$ cat src/rtl/vga_pkg.sv
// Shared VGA timing defaults and position type used by vga_timing and its axis counters.
package vga_pkg;
   localparam int POS_W     = 10;
   localparam int MAX_TOTAL = 1 << POS_W;

   localparam int H_ACTIVE_DEF = 640;
   localparam int H_FP_DEF     = 16;
   localparam int H_SYNC_DEF   = 96;
   localparam int H_BP_DEF     = 48;
   localparam int V_ACTIVE_DEF = 480;
   localparam int V_FP_DEF     = 10;
   localparam int V_SYNC_DEF   = 2;
   localparam int V_BP_DEF     = 33;

   typedef logic [POS_W-1:0] pos_t;

   // Half-open window test done in int so an upper bound of 1024 still fits.
   function automatic logic in_window(input pos_t pos, input int lo, input int hi);
      return (int'(pos) >= lo) && (int'(pos) < hi);
   endfunction
endpackage

$ cat src/rtl/vga_axis_counter.sv
// Wrapping position counter with enable; resets to its terminal value so the
// first enabled edge lands on 0. next_o exposes the value the counter will take.
module vga_axis_counter
   import vga_pkg::*;
#(
   parameter int MAX = 799
) (
   input  logic clk_i,
   input  logic rst_i,
   input  logic en_i,
   output pos_t count_o,
   output pos_t next_o,
   output logic tc_o
);
   localparam pos_t MAX_V = pos_t'(MAX);

   pos_t count_q, count_d;

   always_comb begin
      count_d = count_q;
      if (en_i) begin
         count_d = tc_o ? '0 : count_q + pos_t'(1);
      end
   end

   always_ff @(posedge clk_i) begin
      if (rst_i) count_q <= MAX_V;
      else       count_q <= count_d;
   end

   assign tc_o    = (count_q == MAX_V);
   assign count_o = count_q;
   assign next_o  = count_d;
endmodule

$ cat src/rtl/vga_timing.sv
// VGA raster timing generator. Define VGA_PIX_DIV_EN to advance on every
// second clk (internal pixel-enable toggle) instead of every clk.
module vga_timing
   import vga_pkg::*;
#(
   parameter int H_ACTIVE = H_ACTIVE_DEF,
   parameter int H_FP     = H_FP_DEF,
   parameter int H_SYNC   = H_SYNC_DEF,
   parameter int H_BP     = H_BP_DEF,
   parameter int V_ACTIVE = V_ACTIVE_DEF,
   parameter int V_FP     = V_FP_DEF,
   parameter int V_SYNC   = V_SYNC_DEF,
   parameter int V_BP     = V_BP_DEF
) (
   input  logic             clk,
   input  logic             rst,
   output logic [POS_W-1:0] hpos,
   output logic [POS_W-1:0] vpos,
   output logic             hsync,
   output logic             vsync,
   output logic             active,
   output logic             line_start,
   output logic             frame_start,
   output logic             pix_en
);
   localparam int H_TOTAL  = H_ACTIVE + H_FP + H_SYNC + H_BP;
   localparam int V_TOTAL  = V_ACTIVE + V_FP + V_SYNC + V_BP;
   localparam int HS_START = H_ACTIVE + H_FP;
   localparam int VS_START = V_ACTIVE + V_FP;

   if (H_TOTAL > MAX_TOTAL || V_TOTAL > MAX_TOTAL) begin : g_cfg_err
      $error("vga_timing: H_TOTAL and V_TOTAL must not exceed 1024");
   end

`ifdef VGA_PIX_DIV_EN
   logic pix_en_q;

   always_ff @(posedge clk) begin
      if (rst) pix_en_q <= 1'b0;
      else     pix_en_q <= ~pix_en_q;
   end

   assign pix_en = pix_en_q;
`else
   assign pix_en = 1'b1;
`endif

   pos_t h_count, h_next, v_count, v_next;
   logic h_tc, v_tc;

   vga_axis_counter #(.MAX(H_TOTAL - 1)) u_h_cnt (
      .clk_i   (clk),
      .rst_i   (rst),
      .en_i    (pix_en),
      .count_o (h_count),
      .next_o  (h_next),
      .tc_o    (h_tc)
   );

   vga_axis_counter #(.MAX(V_TOTAL - 1)) u_v_cnt (
      .clk_i   (clk),
      .rst_i   (rst),
      .en_i    (pix_en & h_tc),
      .count_o (v_count),
      .next_o  (v_next),
      .tc_o    (v_tc)
   );

   logic hsync_q, vsync_q, active_q, line_start_q, frame_start_q;
   logic hsync_d, vsync_d, active_d, line_start_d, frame_start_d;

   // Decoded from the counters' next values so the flags line up with hpos/vpos.
   always_comb begin
      hsync_d       = ~in_window(h_next, HS_START, HS_START + H_SYNC);
      vsync_d       = ~in_window(v_next, VS_START, VS_START + V_SYNC);
      active_d      = in_window(h_next, 0, H_ACTIVE) & in_window(v_next, 0, V_ACTIVE);
      line_start_d  = line_start_q;
      frame_start_d = frame_start_q;
      if (pix_en) begin
         line_start_d  = h_tc;
         frame_start_d = h_tc & v_tc;
      end
   end

   always_ff @(posedge clk) begin
      if (rst) begin
         hsync_q       <= 1'b1;
         vsync_q       <= 1'b1;
         active_q      <= 1'b0;
         line_start_q  <= 1'b0;
         frame_start_q <= 1'b0;
      end else begin
         hsync_q       <= hsync_d;
         vsync_q       <= vsync_d;
         active_q      <= active_d;
         line_start_q  <= line_start_d;
         frame_start_q <= frame_start_d;
      end
   end

   assign hpos        = h_count;
   assign vpos        = v_count;
   assign hsync       = hsync_q;
   assign vsync       = vsync_q;
   assign active      = active_q;
   assign line_start  = line_start_q;
   assign frame_start = frame_start_q;
endmodule

$ cat config.mk
export PLATFORM = sky130hd
export DESIGN_NAME = vga_timing
export DESIGN_NICKNAME = d
export VERILOG_FILES = /design/src/rtl/vga_pkg.sv /design/src/rtl/vga_axis_counter.sv /design/src/rtl/vga_timing.sv
export SDC_FILE = /design/constraint.sdc
export NUM_CORES = 1
export LEC_CHECK = 0
export ABC_AREA = 0
export CORE_UTILIZATION = 53
export CTS_CLUSTER_DIAMETER = 30
export CTS_CLUSTER_SIZE = 12
export DETAILED_ROUTE_END_ITERATION = 8
export PLACE_DENSITY_LB_ADDON = 0.2
export SETUP_SLACK_MARGIN = 0.2
export SLEW_MARGIN = 25
export SYNTH_ARGS = -nofsm -noshare
export SYNTH_HDL_FRONTEND = slang
export SYNTH_HIERARCHICAL = 1
export SYNTH_SLANG_ARGS = --single-unit
$ cat constraint.sdc
create_clock -name clk -period 6.5 [get_ports clk]
set_clock_uncertainty 0.1 [all_clocks]
set_input_delay 1.3 -clock clk [delete_from_list [all_inputs] [get_ports clk]]
set_output_delay 1.3 -clock clk [all_outputs]
set_load 0.01 [all_outputs]
==> metrics.cfg, run 1 <==
[global_routing]
grtUsageMet1_pct=30.97
globalRouteTotalUtil_pct=21.77
grt_first_pass_wirelength_um=4188
grt_pass1_vias=895
globalRouteMet2Util_pct=31.11
grt_max_degree=25
overflow=0
antenna_found_initial=0
grt.met3_usage_pct=5.655
top_usage_layer=met2

[clock_network]
cts_tree=yes
cts_made_buffers=3
cts_setup_buffers=0
cts_max_path_buffers=2
clk_pin_slew_ns=0.13
worstSkewPairLatency_ns=0.31
cts.sinks=25
post_cts_resized=0
clk_root_buffer_cell=clkbuf_4
cts_htree_levels=1
ctsHoldBuffers=0

[detailed_routing]
drtIter0Drc=33
drt_wl_total_um=2525
via_per_inst=5.513
num_vias=1097
firstDrtPassIters=4
drc=0
post_drt_wl_per_cell_um=12.69
ant_nets=0

[synth]
syn_area_mm2=0.001264
syn_avg_cell_area_um2=8.715
yosysWarnings=6
syn_inst=145

[finish]
final_util_pct=69.75
antenna_cells=0
area_delta_synth_final_pct=23.27
seq_area_um2=500.5
n_fill_cell=185
drive_gt1_share_pct=8.772
finalNetCount=177
multi_input_area_um2=720.7

[sta]
setup_viol=0
slew_headroom_pct=43.91
tns_ns=0
slew_violations=0
hold_viol_final=0
tightest_slew_ns=0.8367
period_share_pct=50.07
rsz0062_at_grt=false
min_period_ns=3.254
clock.fmax_mhz=307.3

[placed_design]
portBuffers=26
place_hpwl_um=1807
gp_congestion=0.8183

[critical_path]
cp-end-kind=register
cp-start-kind=register
cp.arrival_ns=3.35
cp_max_fo=17
required_ns=6.60
cp_common_cell=nand4_1
crit_path_cell_trace=ha_1 -> nand4_1 -> nor3_2 -> nand4_1 -> or3_1 -> xnor2_1 -> nand4_1 -> or4_1
critPathMaxStageDelay_ns=0.68
worstSetupPathType=register to register
cp_slowest_cell=nor3_2

[pwr]
powerDensity_mw_per_mm2=272.5
power_frac_comb_pct=37.9
p_sw_uw=148.7
p_leak_nw=0.6016
irDropWorstVdd_uv=217.2
internal_power_uw=275.9
seqPwrFrac_pct=46.4
p_clk_share_pct=15.7
switching_share_pct=35.01

[floorplanning]
start_util_pct=56.58
core-area_mm2=0.002233
num_rows=17
fp.dieW_um=50.83
dieHeight_um=50.83
die_area_mm2=0.002584
ios=28

[status]
outcome=completed

[worst_hold_path]
worstHoldPathType=register to register

[job]
max_cap_viol_count=0

-- path summary, 6_finish.rpt --
kind / start / end / slack [ns] / depth (start not counted)
hold reg to reg: u_v_cnt/count_o[4] / u_v_cnt/count_o[4] / 0.50 / 2
setup / recovery: u_h_cnt/count_o[0] / vsync / 3.25 / 8
setup reg to reg: u_h_cnt/count_o[0] / vsync / 3.25 / 8
hold / removal: u_v_cnt/count_o[4] / u_v_cnt/count_o[4] / 0.50 / 2
-- critical path, delay by kind of cell, from the launching register on --
kind                     cells  cell delay (ns)
AND/OR/NAND/NOR              6             2.17
flip-flops                   1             0.49
adder cells (fa/ha/maj)      1             0.21
XOR/XNOR                     1             0.19
-- state kept, by name (all words and copies together) (netlist names) --
name,count
line_start,1
active,1
frame_start,1
vsync,1
hsync,1
u_v_cnt/count_o,10
u_h_cnt/count_o,10
-- routing by layer --
metal  share of wire [%]  wire length [um]  vias up
met5                   0                 0        -
met4                0.67                17        0
met3                 3.6                92        2
met2                  44              1111       25
met1                  52              1303      503
li1                    -                 -      567
-- per-stage QoR --
stage	total power, mW	hold WS, ns	area (um^2)	cells	setup slack, ns
after floorplan	0.3125	0.4725	1267	146	3.910
after global placement	0.3558	0.4729	1531	195	3.502
after detailed placement	0.3592	0.4706	1531	195	3.306
after CTS	0.4275	0.4905	1558	199	3.275
after global routing	0.4586	0.5194	1558	199	2.994
final	0.4245	0.4985	1558	199	3.246
-- cell type report --
class / count / share of cell area, %
Timing Repair Buffer: 26 / 16.71
Inverter: 4 / 0.9639
Sequential cell: 25 / 32.13
Multi-Input combinational cell: 112 / 46.27
Tap cell: 28 / 2.249
Clock buffer: 4 / 1.687
-- power groups by stage --
stage                     Combinational, mW  Sequential, mW  Clock [mW]
after floorplan                       0.108           0.205           0
after global placement                0.157           0.199           0
after detailed placement              0.159           0.200           0
after CTS                             0.159           0.197      0.0713
after global routing                  0.180           0.200      0.0782
final                                 0.161           0.197      0.0666
-- placed cells by master, fill, tap and decap left out, types with 4 or more instances in the layout --
cell type and instances:
nor3_1 4, and2_1 4, or2_2 8, nand3_1 9, nor2_1 5, inv_1 4
xnor2_1 4, nand4_1 6, a21oi_1 4, xor2_1 6, nor2b_1 8, dfxtp_1 25
nand2_1 17, clkdlybuf4s50_1 26
(Power assumes the default switching activity.)
==> run 2: changes to the inputs <==
CORE_UTILIZATION = 44   (was 53)
clock period = 2.6 ns   (was 6.5 ns; I/O delays follow)
==> run 2 against run 1 <==
  * First-iteration DRC count is 9.1% lower
  * Clock-buffer cell count stayed put
  * Die area is 20% higher
  * Clock power grew to 2.6 times the previous value
  * Sequential power is 150% higher
  * Critical path depth is 1 lower
  * Register-to-register slack worse by 3.1 ns
  * Largest power group unchanged
==> metrics.cfg, run 2 (synthesis gave the netlist of run 1 again) <==
[clock_network]
cts_htree_levels=1  ; unchanged
clk_pin_slew_ns=0.14  ; was 0.13 ns
cts_max_path_buffers=2  ; unchanged
clk_root_buffer_cell=clkbuf_4  ; unchanged
cts_made_buffers=3  ; unchanged
cts.sinks=25  ; unchanged
worstSkewPairLatency_ns=0.31  ; about the same
cts_tree=yes  ; unchanged

[detailed_routing]
drtIter0Drc=30  ; was 33
drc=0  ; unchanged
ant_nets=0  ; unchanged
firstDrtPassIters=4  ; unchanged
num_vias=1171  ; was 1097
via_per_inst=5.498  ; was 5.513
drt_wl_total_um=3027  ; was 2525 um
post_drt_wl_per_cell_um=14.21  ; was 12.69 um

[critical_path]
cp_slowest_cell=or4_1  ; was nor3_2
crit_path_cell_trace=nand4bb_4 -> nor3_4 -> nand4_1 -> or2_2 -> xnor2_1 -> nand4_1 -> or4_1  ; was ha_1 -> nand4_1 -> nor3_2 -> nand4_1 -> or3_1 -> xnor2_1 -> nand4_1 -> or4_1
cp_common_cell=nand4_1  ; unchanged
critPathMaxStageDelay_ns=0.47  ; was 0.68 ns
required_ns=2.70  ; was 6.60 ns
cp-end-kind=register  ; unchanged
cp-start-kind=register  ; unchanged
cp_max_fo=7  ; was 17
cp.arrival_ns=2.56  ; was 3.35 ns
worstSetupPathType=register to register  ; unchanged

[worst_hold_path]
worstHoldPathType=register to register  ; unchanged

[floorplanning]
ios=28  ; unchanged
start_util_pct=46.22  ; was 56.58%
fp.dieW_um=55.59  ; was 50.83 um
die_area_mm2=0.003090  ; was 0.002584 mm^2
core-area_mm2=0.002734  ; was 0.002233 mm^2
dieHeight_um=55.59  ; was 50.83 um
num_rows=19  ; was 17

[sta]
rsz0062_at_grt=true  ; was false
min_period_ns=2.453  ; was 3.254 ns
hold_viol_final=0  ; unchanged
tns_ns=0  ; unchanged
period_share_pct=94.36  ; was 50.07%
slew_violations=0  ; unchanged
clock.fmax_mhz=407.6  ; was 307.3 MHz
setup_viol=0  ; unchanged
finalWorstSetupSlack_ns=0.1468  ; was 3.246 ns

[placed_design]
place_hpwl_um=2112  ; was 1807 um
portBuffers=26  ; unchanged
place_area_mm2=0.001607  ; was 0.001531 mm^2
gp_congestion=0.8733  ; was 0.8183
pre_cts_slack_ns=0.07414  ; was 3.306 ns

[finish]
drive_gt1_share_pct=17.58  ; was 8.772%
n_fill_cell=243  ; was 185
seq_area_um2=509.2  ; was 500.5 um^2
finalNetCount=188  ; was 177
antenna_cells=0  ; unchanged
area_delta_synth_final_pct=34.06  ; was 23.27%
final_common_cell=clkdlybuf4s50_1  ; unchanged
postLayoutCellArea_mm2=0.001694  ; was 0.001558 mm^2
layout_common_cells=clkdlybuf4s50_1 (26), dfxtp_1 (22), nand2_1 (17), buf_4 (11), nand3_1 (9)  ; was clkdlybuf4s50_1 (26), dfxtp_1 (25), nand2_1 (17), nand3_1 (9)
multi_input_area_um2=762.0  ; was 720.7 um^2

[pwr]
power_mw=1.141  ; was 424.5 uW
powerDensity_mw_per_mm2=673.6  ; was 272.5 mW/mm^2
p_leak_nw=0.6554  ; was 0.6016 nW
irDropWorstVdd_uv=379.1  ; was 217.2 uV

[global_routing]
antenna_found_initial=0  ; unchanged
overflow=0  ; unchanged
grt_max_degree=14  ; was 25
grt_first_pass_wirelength_um=5099  ; was 4188 um
grt_pass1_vias=1149  ; was 895
globalRouteTotalUtil_pct=20.30  ; was 21.77%

[status]
outcome=completed  ; unchanged

[job]
max_cap_viol_count=0  ; unchanged

[run 2: worst paths after layout]
kind                      start                 end  slack (ns)  cells past startpoint
max          u_h_cnt/count_o[5]               vsync        0.15                      7
min          u_v_cnt/count_o[4]  u_v_cnt/count_o[4]        0.50                      2
max reg2reg  u_h_cnt/count_o[5]               vsync        0.15                      7
min reg2reg  u_v_cnt/count_o[4]  u_v_cnt/count_o[4]        0.50                      2
[run 2: layout make-up]
| class | instances | area share [%] |
|---|---|---|
| clock buffers | 4 | 1.551 |
| inverters | 4 | 0.8863 |
| multi-input cells | 112 | 44.98 |
| flip-flops and latches | 25 | 30.06 |
| well taps | 31 | 2.290 |
| repair buffers | 37 | 20.24 |
[run 2: repair_timing]
| action | CTS | global route |
|---|---|---|
| hold buffers | 0 | 0 |
| pin swaps | 3 | 0 |
| resized for setup | 2 | 1 |
| buffers inserted | 5 | 0 |
| setup endpoints to repair | 1 | 1 |
[run 2: power by group]
part,internal [mW],switching (mW),total [mW]
clock,0.0598,0.113,0.173
sequential,0.432,0.0579,0.490
combinational,0.239,0.239,0.478
[run 2: per-layer routing]
layer	up-vias	wire length (um)	part of all wire [%]	track usage, %
met1	560	1424	47	26.70
met3	4	84	2.8	3.488
li1	584	-	-	-
met4	0	34	1.1	7.143
met5	-	0	0	0
met2	23	1484	49	33.56
[run 2: worst max-delay path: cells and delay by family (launching register included)]
kind	cells	cell delay, ns
DFF	1	0.39
and+or+nand+nor	6	1.67
xor gates and xnor gates	1	0.20
[run 2: per-stage QoR]
stage	std cells	utilization (%)	hold WS [ns]
floorplan	146	-	0.4725
global placement	204	58.76	0.4756
detailed placement	204	58.76	0.4837
CTS	213	61.92	0.5034
global route	213	61.97	0.5300
finish	213	61.97	0.4988
